## config.mk

```make
export PLATFORM = sky130hd
export DESIGN_NAME = datapath_pipe_flat
export DESIGN_NICKNAME = d
export VERILOG_FILES = /design/src/rtl/datapath_pipe_if.sv /design/src/rtl/datapath_pipe.sv /design/src/flat_wrapper.sv
export SDC_FILE = /design/constraint.sdc
export NUM_CORES = 1
export LEC_CHECK = 0
export ABC_AREA = 1
export ABC_CLOCK_PERIOD_IN_PS = 2700
export CORE_ASPECT_RATIO = 0.7
export CORE_UTILIZATION = 55
export CTS_BUF_LIST = sky130_fd_sc_hd__clkbuf_4
export DETAILED_ROUTE_END_ITERATION = 16
export PLACE_DENSITY = 0.77
export SLEW_MARGIN = 40
export SYNTH_ARGS = -nofsm -noshare
export SYNTH_HDL_FRONTEND = slang
export SYNTH_SLANG_ARGS = --single-unit
export TNS_END_PERCENT = 5
```

## constraint.sdc

```tcl
create_clock -name clk -period 2.7 [get_ports clk]
set_input_delay 0.54 -clock clk [delete_from_list [all_inputs] [get_ports clk]]
set_output_delay 0.54 -clock clk [all_outputs]
set_load 0.03 [all_outputs]
```

## src/rtl/datapath_pipe_if.sv

```systemverilog
// rtl/datapath_pipe_if.sv - micro-op command, result and status bundle for datapath_pipe
interface datapath_pipe_if #(
  parameter int WIDTH = 16,
  parameter int NREG  = 8
);
  localparam int RW = $clog2(NREG);

  logic             cmd_valid;
  logic             cmd_ready;
  logic [RW-1:0]    cmd_rn;
  logic [RW-1:0]    cmd_rm;
  logic [RW-1:0]    cmd_rd;
  logic [1:0]       cmd_shift;
  logic [1:0]       cmd_aluop;
  logic             cmd_asel;
  logic             cmd_bsel;
  logic [WIDTH-1:0] cmd_imm;
  logic [1:0]       cmd_wsrc;
  logic [WIDTH-1:0] cmd_mdata;
  logic [8:0]       cmd_pc;
  logic             cmd_wb;
  logic             cmd_setf;
  logic             res_valid;
  logic             res_ready;
  logic [WIDTH-1:0] res_data;
  logic [RW-1:0]    res_rd;
  logic [2:0]       flags;

  modport master (
    output cmd_valid, cmd_rn, cmd_rm, cmd_rd, cmd_shift, cmd_aluop, cmd_asel, cmd_bsel,
           cmd_imm, cmd_wsrc, cmd_mdata, cmd_pc, cmd_wb, cmd_setf, res_ready,
    input  cmd_ready, res_valid, res_data, res_rd, flags
  );

  modport slave (
    input  cmd_valid, cmd_rn, cmd_rm, cmd_rd, cmd_shift, cmd_aluop, cmd_asel, cmd_bsel,
           cmd_imm, cmd_wsrc, cmd_mdata, cmd_pc, cmd_wb, cmd_setf, res_ready,
    output cmd_ready, res_valid, res_data, res_rd, flags
  );
endinterface

```

## src/rtl/datapath_pipe.sv

```systemverilog
// rtl/datapath_pipe.sv - two-stage (EX, C) pipelined datapath with full forwarding
module datapath_pipe #(
  parameter int WIDTH = 16,
  parameter int NREG  = 8
) (
  input logic            clk,
  input logic            rst_n,
  datapath_pipe_if.slave bus
);
  localparam int RW = $clog2(NREG);

  logic [WIDTH-1:0] regfile [NREG];

  logic             ex_valid;
  logic [WIDTH-1:0] ex_a;
  logic [WIDTH-1:0] ex_b_raw;
  logic [RW-1:0]    ex_rd;
  logic [1:0]       ex_shift;
  logic [1:0]       ex_aluop;
  logic             ex_bsel;
  logic [WIDTH-1:0] ex_imm;
  logic [1:0]       ex_wsrc;
  logic [WIDTH-1:0] ex_mdata;
  logic [8:0]       ex_pc;
  logic             ex_wb;
  logic             ex_setf;

  logic             c_valid;
  logic [WIDTH-1:0] c_data;
  logic [RW-1:0]    c_rd;
  logic             c_wb;
  logic             c_setf;
  logic [2:0]       c_flags;
  logic [2:0]       flags_q;

  logic             adv;
  logic [WIDTH-1:0] sh;
  logic [WIDTH-1:0] bop;
  logic [WIDTH-1:0] alu;
  logic [WIDTH-1:0] wb_val;
  logic             ovf;
  logic [WIDTH-1:0] opa;
  logic [WIDTH-1:0] opb;

  assign adv           = !c_valid || bus.res_ready;
  assign bus.cmd_ready = adv && rst_n;
  assign bus.res_valid = c_valid;
  assign bus.res_data  = c_data;
  assign bus.res_rd    = c_rd;
  assign bus.flags     = flags_q;

  always_comb begin
    sh = ex_b_raw;
    case (ex_shift)
      2'b01:   sh = {ex_b_raw[WIDTH-2:0], 1'b0};
      2'b10:   sh = {1'b0, ex_b_raw[WIDTH-1:1]};
      2'b11:   sh = {ex_b_raw[WIDTH-1], ex_b_raw[WIDTH-1:1]};
      default: sh = ex_b_raw;
    endcase
    bop = ex_bsel ? ex_imm : sh;
    alu = '0;
    ovf = 1'b0;
    case (ex_aluop)
      2'b00: begin
        alu = ex_a + bop;
        ovf = (ex_a[WIDTH-1] == bop[WIDTH-1]) && (alu[WIDTH-1] != ex_a[WIDTH-1]);
      end
      2'b01: begin
        alu = ex_a - bop;
        ovf = (ex_a[WIDTH-1] != bop[WIDTH-1]) && (alu[WIDTH-1] != ex_a[WIDTH-1]);
      end
      2'b10:   alu = ex_a & bop;
      default: alu = ~bop;
    endcase
    case (ex_wsrc)
      2'b00:   wb_val = alu;
      2'b01:   wb_val = ex_imm;
      2'b10:   wb_val = ex_mdata;
      default: wb_val = WIDTH'(ex_pc);
    endcase
  end

  // Youngest producer wins: EX result, then the held C result, then the register file.
  function automatic logic [WIDTH-1:0] fwd(input logic [RW-1:0] r);
    if (ex_valid && ex_wb && ex_rd == r)
      return wb_val;
    else if (c_valid && c_wb && c_rd == r)
      return c_data;
    else
      return regfile[r];
  endfunction

  always_comb begin
    opa = bus.cmd_asel ? '0 : fwd(bus.cmd_rn);
    opb = fwd(bus.cmd_rm);
  end

  always_ff @(posedge clk or negedge rst_n) begin
    if (!rst_n) begin
      for (int i = 0; i < NREG; i++) regfile[i] <= '0;
      ex_valid <= 1'b0;
      ex_a     <= '0;
      ex_b_raw <= '0;
      ex_rd    <= '0;
      ex_shift <= '0;
      ex_aluop <= '0;
      ex_bsel  <= 1'b0;
      ex_imm   <= '0;
      ex_wsrc  <= '0;
      ex_mdata <= '0;
      ex_pc    <= '0;
      ex_wb    <= 1'b0;
      ex_setf  <= 1'b0;
      c_valid  <= 1'b0;
      c_data   <= '0;
      c_rd     <= '0;
      c_wb     <= 1'b0;
      c_setf   <= 1'b0;
      c_flags  <= '0;
      flags_q  <= '0;
    end else begin
      if (adv) begin
        ex_valid <= bus.cmd_valid;
        if (bus.cmd_valid) begin
          ex_a     <= opa;
          ex_b_raw <= opb;
          ex_rd    <= bus.cmd_rd;
          ex_shift <= bus.cmd_shift;
          ex_aluop <= bus.cmd_aluop;
          ex_bsel  <= bus.cmd_bsel;
          ex_imm   <= bus.cmd_imm;
          ex_wsrc  <= bus.cmd_wsrc;
          ex_mdata <= bus.cmd_mdata;
          ex_pc    <= bus.cmd_pc;
          ex_wb    <= bus.cmd_wb;
          ex_setf  <= bus.cmd_setf;
        end
        c_valid <= ex_valid;
        // Only a real op replaces the held result, so res_data survives bubbles.
        if (ex_valid) begin
          c_data  <= wb_val;
          c_rd    <= ex_rd;
          c_wb    <= ex_wb;
          c_setf  <= ex_setf;
          c_flags <= {(alu == '0), ovf, alu[WIDTH-1]};
        end
      end
      if (c_valid && bus.res_ready) begin
        if (c_wb) regfile[c_rd] <= c_data;
        if (c_setf) flags_q <= c_flags;
      end
    end
  end
endmodule
```

## src/flat_wrapper.sv

```systemverilog
// flat-port wrapper written by rule: the top's interface ports become plain ports
module datapath_pipe_flat 
#(
  parameter int WIDTH = 16,
  parameter int NREG  = 8
)
  (clk, rst_n, bus_cmd_valid, bus_cmd_rn, bus_cmd_rm, bus_cmd_rd, bus_cmd_shift, bus_cmd_aluop, bus_cmd_asel, bus_cmd_bsel, bus_cmd_imm, bus_cmd_wsrc, bus_cmd_mdata, bus_cmd_pc, bus_cmd_wb, bus_cmd_setf, bus_res_ready, bus_cmd_ready, bus_res_valid, bus_res_data, bus_res_rd, bus_flags);
  datapath_pipe_if #(.WIDTH(WIDTH), .NREG(NREG)) bus_i ();
  input logic clk;
  input logic rst_n;
  input wire logic [$bits(bus_i.cmd_valid)-1:0] bus_cmd_valid;
  input wire logic [$bits(bus_i.cmd_rn)-1:0] bus_cmd_rn;
  input wire logic [$bits(bus_i.cmd_rm)-1:0] bus_cmd_rm;
  input wire logic [$bits(bus_i.cmd_rd)-1:0] bus_cmd_rd;
  input wire logic [$bits(bus_i.cmd_shift)-1:0] bus_cmd_shift;
  input wire logic [$bits(bus_i.cmd_aluop)-1:0] bus_cmd_aluop;
  input wire logic [$bits(bus_i.cmd_asel)-1:0] bus_cmd_asel;
  input wire logic [$bits(bus_i.cmd_bsel)-1:0] bus_cmd_bsel;
  input wire logic [$bits(bus_i.cmd_imm)-1:0] bus_cmd_imm;
  input wire logic [$bits(bus_i.cmd_wsrc)-1:0] bus_cmd_wsrc;
  input wire logic [$bits(bus_i.cmd_mdata)-1:0] bus_cmd_mdata;
  input wire logic [$bits(bus_i.cmd_pc)-1:0] bus_cmd_pc;
  input wire logic [$bits(bus_i.cmd_wb)-1:0] bus_cmd_wb;
  input wire logic [$bits(bus_i.cmd_setf)-1:0] bus_cmd_setf;
  input wire logic [$bits(bus_i.res_ready)-1:0] bus_res_ready;
  output wire logic [$bits(bus_i.cmd_ready)-1:0] bus_cmd_ready;
  output wire logic [$bits(bus_i.res_valid)-1:0] bus_res_valid;
  output wire logic [$bits(bus_i.res_data)-1:0] bus_res_data;
  output wire logic [$bits(bus_i.res_rd)-1:0] bus_res_rd;
  output wire logic [$bits(bus_i.flags)-1:0] bus_flags;
  assign bus_i.cmd_valid = bus_cmd_valid;
  assign bus_i.cmd_rn = bus_cmd_rn;
  assign bus_i.cmd_rm = bus_cmd_rm;
  assign bus_i.cmd_rd = bus_cmd_rd;
  assign bus_i.cmd_shift = bus_cmd_shift;
  assign bus_i.cmd_aluop = bus_cmd_aluop;
  assign bus_i.cmd_asel = bus_cmd_asel;
  assign bus_i.cmd_bsel = bus_cmd_bsel;
  assign bus_i.cmd_imm = bus_cmd_imm;
  assign bus_i.cmd_wsrc = bus_cmd_wsrc;
  assign bus_i.cmd_mdata = bus_cmd_mdata;
  assign bus_i.cmd_pc = bus_cmd_pc;
  assign bus_i.cmd_wb = bus_cmd_wb;
  assign bus_i.cmd_setf = bus_cmd_setf;
  assign bus_i.res_ready = bus_res_ready;
  assign bus_cmd_ready = bus_i.cmd_ready;
  assign bus_res_valid = bus_i.res_valid;
  assign bus_res_data = bus_i.res_data;
  assign bus_res_rd = bus_i.res_rd;
  assign bus_flags = bus_i.flags;
  datapath_pipe #(.WIDTH(WIDTH), .NREG(NREG)) u_core (.clk(clk), .rst_n(rst_n), .bus(bus_i));
endmodule
```

# Yosys cells after proc, flatten, opt, wreduce, memory -nomap -nowiden
# Index checks and enable logic that the tools add are counted.
# W data, S select, Z words.
dict set report word_totals {
  ff_bits 242
  inputBits 64
  out_inout_bits 24
  word_cells 93
}
dict set report op_classes {
  mux 19
  n_lt_le_gt_ge 4
  bitwise 5
  reduce_logical 20
  addsub 2
  eq_ne 15
}
# op count
set op_table {}
lappend op_table {{$mux W16} 11}
lappend op_table {{$pmux W16 S3} 3}
lappend op_table {{$bwmux W128} 1}
lappend op_table {{$bmux W16 S3} 2}
lappend op_table {{$demux W16 S3} 1}
lappend op_table {{$add A16 B16 Y16} 1}
lappend op_table {{$and A16 B16 Y16} 1}
lappend op_table {{$logic_not A16 Y1} 1}
lappend op_table {{$not A16 Y16} 1}
lappend op_table {{$sub A16 B16 Y16} 1}
lappend op_table {{$eq A3 B3 Y1} 4}
lappend op_table {{$ge A4 B4 Y1 const B} 3}
lappend op_table {{$not A3 Y4} 3}
lappend op_table {{$logic_and A1 B1 Y1} 11}
lappend op_table {{$eq A2 B2 Y1 const B} 4}
lappend op_table {{$reduce_and A2 Y1} 4}
lappend op_table {{$eq A2 B1 Y1 const B} 3}
lappend op_table {{$logic_not A2 Y1} 2}
lappend op_table {{$lt A4 B1 Y1 const B} 1}
lappend op_table {{$ne A1 B1 Y1} 3}
lappend op_table {{$pmux W1 S2} 1}
lappend op_table {{$eq A1 B1 Y1} 1}
lappend op_table {{$logic_not A1 Y1} 1}
lappend op_table {{$logic_or A1 B1 Y1} 1}

# Longest topological paths before layout
dict set report depth {
  word_depth 8
  depth_mapped 23
  depth_no_buf 21
}

# Worst setup path after synthesis
# No wires, ideal clock.
dict set report synth_path {
  kind {register to register}
  startpoint {reg u_core.ex_shift[1]}
  endpoint {reg u_core.ex_b_raw[15]}
  n_path_buf 3
  setup_slack_ns -0.035
  synth_period_minus_slack_ns 2.735
  setup_ns 0.116
  arrival_ns 2.619
  stages_incl_launch_ff 21
  required_time_ns 2.584
  path_cell_list {dfrtp_1 -> buf_4 -> nor2_4 -> inv_2 -> buf_6 -> o21ai_0 -> o21a_1 -> inv_1 -> ha_1 -> buf_4 -> inv_2 -> nor3_2 -> and2_1 -> nand2_2 -> a21oi_2 -> nor2_1 -> or2_4 -> nand3_2 -> nand3_1 -> nand2_1 -> nand2_1}
}
dict set report synth_between {
  elab_chain_len 7
  elab_cells_between_ends 12
  cone_classes {add/sub (2); eq/ne (3); mux (5); bitwise (2)}
}
# element line
set synth_rtl {}
lappend synth_rtl {{start, declared} datapath_pipe.sv:18} ;# logic [1:0] ex_shift;
lappend synth_rtl {{start signal, assigned} datapath_pipe.sv:128} ;# ex_shift <= bus.cmd_shift;
lappend synth_rtl {{$eq A2 B2 Y1 / $eq A2 B1 Y1 (equally long branches)} datapath_pipe.sv:54} ;# case (ex_shift)
lappend synth_rtl {{$pmux W16 S3 (*)} datapath_pipe.sv:54}
lappend synth_rtl {{$mux W16 (*)} datapath_pipe.sv:60} ;# bop = ex_bsel ? ex_imm : sh;
lappend synth_rtl {{$sub A16 B16 Y16, or another cell as far along} datapath_pipe.sv:69} ;# alu = ex_a - bop;
lappend synth_rtl {{$pmux W16 S3 (*)} datapath_pipe.sv:63} ;# case (ex_aluop)
lappend synth_rtl {{$pmux W16 S3 (*)} datapath_pipe.sv:75} ;# case (ex_wsrc)
lappend synth_rtl {{$mux W16 (*)} datapath_pipe.sv:85} ;# if (ex_valid && ex_wb && ex_rd == r)
lappend synth_rtl {{end signal, assigned} datapath_pipe.sv:126} ;# ex_b_raw <= opb;
lappend synth_rtl {{end, declared} datapath_pipe.sv:16} ;# logic [WIDTH-1:0] ex_b_raw;
# Every way passes the cells marked *; elsewhere a longest branch is shown, timed or not.
# A chain may end at the register's enable or synchronous reset.

# Final worst setup path
dict set report layout_path {
  startpoint {reg u_core.ex_shift[0]}
  endpoint {reg u_core.c_flags[2]}
}
dict set report layout_between {
  elab_chain_len 6
  elab_cells_between_ends 11
  cone_classes {add/sub (2); eq/ne (3); mux (3); bitwise (2); reduce/logical (1)}
}
# element line
set layout_rtl {}
lappend layout_rtl {{$eq A2 B2 Y1 / $eq A2 B1 Y1 (equally long branches)} datapath_pipe.sv:54}
lappend layout_rtl {{$pmux W16 S3 (*)} datapath_pipe.sv:54}
lappend layout_rtl {{$mux W16 (*)} datapath_pipe.sv:60}
lappend layout_rtl {{$sub A16 B16 Y16, or another cell as far along} datapath_pipe.sv:69}
lappend layout_rtl {{$pmux W16 S3 (*)} datapath_pipe.sv:63}
lappend layout_rtl {{$logic_not A16 Y1 (*)} datapath_pipe.sv:145} ;# c_flags <= {(alu == '0), ovf, alu[WIDTH-1]};
lappend layout_rtl {{end signal, assigned} datapath_pipe.sv:145}
lappend layout_rtl {{end, declared} datapath_pipe.sv:33} ;# logic [2:0] c_flags;
# Marked as above.

==> impl_metrics.json <==
{
  "grt_overflow": 0,
  "post_drt_wl_per_cell_um": 20.0,
  "cts_buffer_depth": 3,
  "path_cells": "nor2_4 -> buf_4 -> nand2_1 -> nand3_1 -> nand2_2 -> ha_4 -> nor2_1 -> nand2_1 -> nand2_2 -> nand2_1 -> nand2_2 -> nand2_1 -> nand3_1 -> nand4_1 -> nor2_2 -> nand3_2 -> nor2_2 -> nand3_1 -> nand2_1",
  "clk_latency_ns": 0.78,
  "synth_top_family_by_area": "simple AND/OR/NAND/NOR gates",
  "synth_xor_area_share_pct": 0.521,
  "cts_tree": "done",
  "crit_path_start": "u_core.ex_shift[0]",
  "hold_path_class": "input port to asynchronous set/reset pin",
  "crit_path_end_kind": "flip-flop",
  "final_cells": 2777,
  "initial_utilization_pct": 56.3,
  "gp_congestion": 1.04,
  "yosysSeqAreaShare_pct": 40.1,
  "setup_slack_ns": -0.358,
  "seqCellArea_um2": 6060,
  "worst_path_max_delay_cell": "dfrtp_2",
  "clock_tree.root_cell": "clkbuf_4",
  "multi_input_area_um2": 8400,
  "cts_sinks": 242,
  "via_per_inst": 6.01,
  "skew_ns": 0.0817,
  "finalCritPeriodShare_pct": 113,
  "cts_buffers": 60,
  "ys.flop_type": "dfrtp_1",
  "max-cap-violations": 0,
  "vdd_drop_max_uv": 732,
  "num_vias": 16700,
  "status": "complete, but fails checks",
  "synth.top_cells.by_count": "583 x nand2_1, 326 x o21ai_0, 242 x dfrtp_1",
  "yosys.area_share.simple_pct": 25.7,
  "path_delay_family": "simple AND/OR/NAND/NOR gates",
  "placed_cell_area_um2": 17400,
  "synth_mux_area_share_pct": 0.0745,
  "avgSynthCellArea_um2": 7.05,
  "area_growth_syn_to_layout_pct": 25.6,
  "clkTransAtPathRegs_ns": 0.07,
  "r2r_end": "u_core.c_flags[2]",
  "reg2reg_slack_ns": -0.36,
  "syn_inst": 2144,
  "die_area_um2": 28200,
  "power.leakage_nw": 8.97,
  "grt_pass1_wl_mm": 87.2,
  "pin_count": 88,
  "worst-path-buf-inv": 1,
  "finalCriticalPeriod_ns": 3.06,
  "rsz0062_at_grt": "yes",
  "synth_area_leaders": "dfrtp_1 40%, nand2_1 14%, o21ai_0 11%",
  "synth.cell_area_um2": 15100,
  "yosysTopAreaCell": "dfrtp_1",
  "num-fill-cells": 2229,
  "synth-edff-count": 0,
  "fp.dieW_um": 200,
  "dr.pass1.iters": 6,
  "antenna_found_initial": 2,
  "grt_max_degree": 98,
  "synthAdderAreaFrac_pct": 3.24,
  "slew_viol_final": 0,
  "required_ns": 3.35,
  "synth_compound_area_share_pct": 21.7,
  "cts.htree.levels": 2,
  "synth.distinct_cells": 48,
  "yosys_register_bits": 242,
  "hold_viol_final": 0,
  "drt-initial-drc-count": 2320,
  "powerDensity_nw_per_um2": 934,
  "critPathKind": "flip-flop to flip-flop",
  "async_reset_ff_share_pct": 100,
  "setup_viol": 42,
  "drive_gt1_share_pct": 19.8,
  "total_power_mw": 17.7,
  "grt_pass1_vias": 15727,
  "port_buffers": 87,
  "synth_nets": 2246,
  "r2r_cells": 19,
  "slew_headroom_pct": 49.6,
  "clock.fmax_mhz": 327,
  "placed_cells": 2652,
  "cp-start-kind": "flip-flop",
  "finalInstanceArea_um2": 19000,
  "core-area_um2": 26800,
  "row_count": 50,
  "drc": 0,
  "cp_max_fo": 5,
  "cpPeakStageDelay_ns": 0.45,
  "dieHeight_um": 141,
  "wl_mm": 55.5,
  "tightest_slew_ns": 0.757,
  "hpwl_mm": 39.9,
  "track_usage_pct": 39.5,
  "synth_most_common_cell": "nand2_1",
  "violations": "setup timing",
  "num-nets-final": 2466,
  "crit_top_cell": "nand2_1",
  "ys_warn_count": 0,
  "synth_top_area_share_pct": 40.1,
  "r2r_start": "u_core.ex_shift[0]",
  "crit_arrival_ns": 3.71,
  "ant_nets": 0
}
## registers in the layout (all words and copies together), names as in the netlist, 2 cells and up
signal / count
u_core.bus.res_data: 16
u_core.ex_mdata: 16
u_core.regfile: 128
u_core.ex_aluop: 2
u_core.ex_shift: 2
u_core.ex_wsrc: 2
u_core.ex_pc: 9
u_core.bus.res_rd: 3
u_core.ex_a: 16
u_core.c_flags: 3
u_core.ex_rd: 3
u_core.ex_b_raw: 16
u_core.ex_imm: 16
u_core.bus.flags: 3
## worst reg2reg max path, delay by kind of cell, from the launching register on
family / cells / cell delay, ns
adder cells (fa/ha/maj): 1 / 0.25
AND/OR/NAND/NOR: 17 / 2.10
flip-flops: 1 / 0.45
buffers and inverters: 1 / 0.15
## kinds of logic after synthesis
group | count (synthesis)
muxes | 1
DFF | 242
buffers and inverters | 322
AOI/OAI and AO/OA | 592
adders and majority gates | 38
xor gates and xnor gates | 9
and+or+nand+nor | 940
## power breakdown
part | internal [mW] | total, mW | leakage [nW] | switching, mW
sequential | 4.79 | 5.93 | 3.08 | 1.14
combinational | 3.42 | 8.54 | 5.42 | 5.12
clock | 1.68 | 3.27 | 0.472 | 1.60
## through the flow
step	setup TNS (ns)	util (%)	setup slack (ns)	hold WS, ns
6_report	-6.55	70.8	-0.358	0.260
3_3_place_gp	-10.68	65.0	-0.546	0.455
5_1_grt	-11.48	70.8	-0.430	0.259
3_5_place_dp	-14.37	65.0	-0.627	0.454
4_1_cts	-3.69	70.4	-0.255	0.245
2_1_floorplan	0	-	0.00122	0.244
## layout by cell type, fill, tap and decap left out, types with 12 or more instances in the layout
cell type and n:
nand2_1 563, nand3_1 126, clkinv_1 18, nand4_1 20
inv_2 29, buf_12 13, a21oi_1 87, nor2_1 141
ha_1 14, buf_4 189, dfrtp_1 239, nand3_2 24
inv_1 157, nand2_2 30, clkdlybuf4s50_1 80, o22ai_1 16
o21ai_0 320, ha_4 17, clkbuf_4 87, o21ai_1 50
nor2_2 12, o221ai_1 29, o211ai_1 31
## metal layers
| layer | GRT usage (%) | routed length (µm) |
|---|---|---|
| met5 | 0 | 0 |
| met2 | 55.4 | 22400 |
| met4 | 11.7 | 1400 |
| met3 | 12.5 | 8240 |
| met1 | 57.9 | 23500 |
## worst max-delay path by stage
stage | endpoint | cells after the start | slack (ns)
2_1_floorplan | u_core.ex_b_raw[15] | 20 | 0.001
6_report | u_core.c_flags[2] | 19 | -0.36
3_3_place_gp | u_core.ex_a[6] | 16 | -0.55
4_1_cts | u_core.c_flags[2] | 17 | -0.26
5_1_grt | u_core.ex_b_raw[8] | 23 | -0.43
3_5_place_dp | u_core.ex_a[6] | 16 | -0.63
## cell type report
| class | instances | area share [%] |
|---|---|---|
| sequential | 242 | 31.9 |
| clock buffer | 87 | 3.44 |
| clock inverter | 23 | 0.771 |
| tap | 364 | 2.40 |
| antenna | 1 | 0.0132 |
| timing repair buffer | 291 | 13.5 |
| multi-input combinational | 1580 | 44.2 |
| inverter | 189 | 3.77 |
## repair_timing
action / 4_1_cts / 5_1_grt
buffers inserted: 13 / 0
resized for setup: 118 / 35
endpoints found under the hold margin: 39 / 0
endpoints found under the setup margin: 49 / 49
pin swaps: 24 / 10
hold buffers: 1 / 0
cloned: 0 / 0
(Power assumes the default switching activity.)
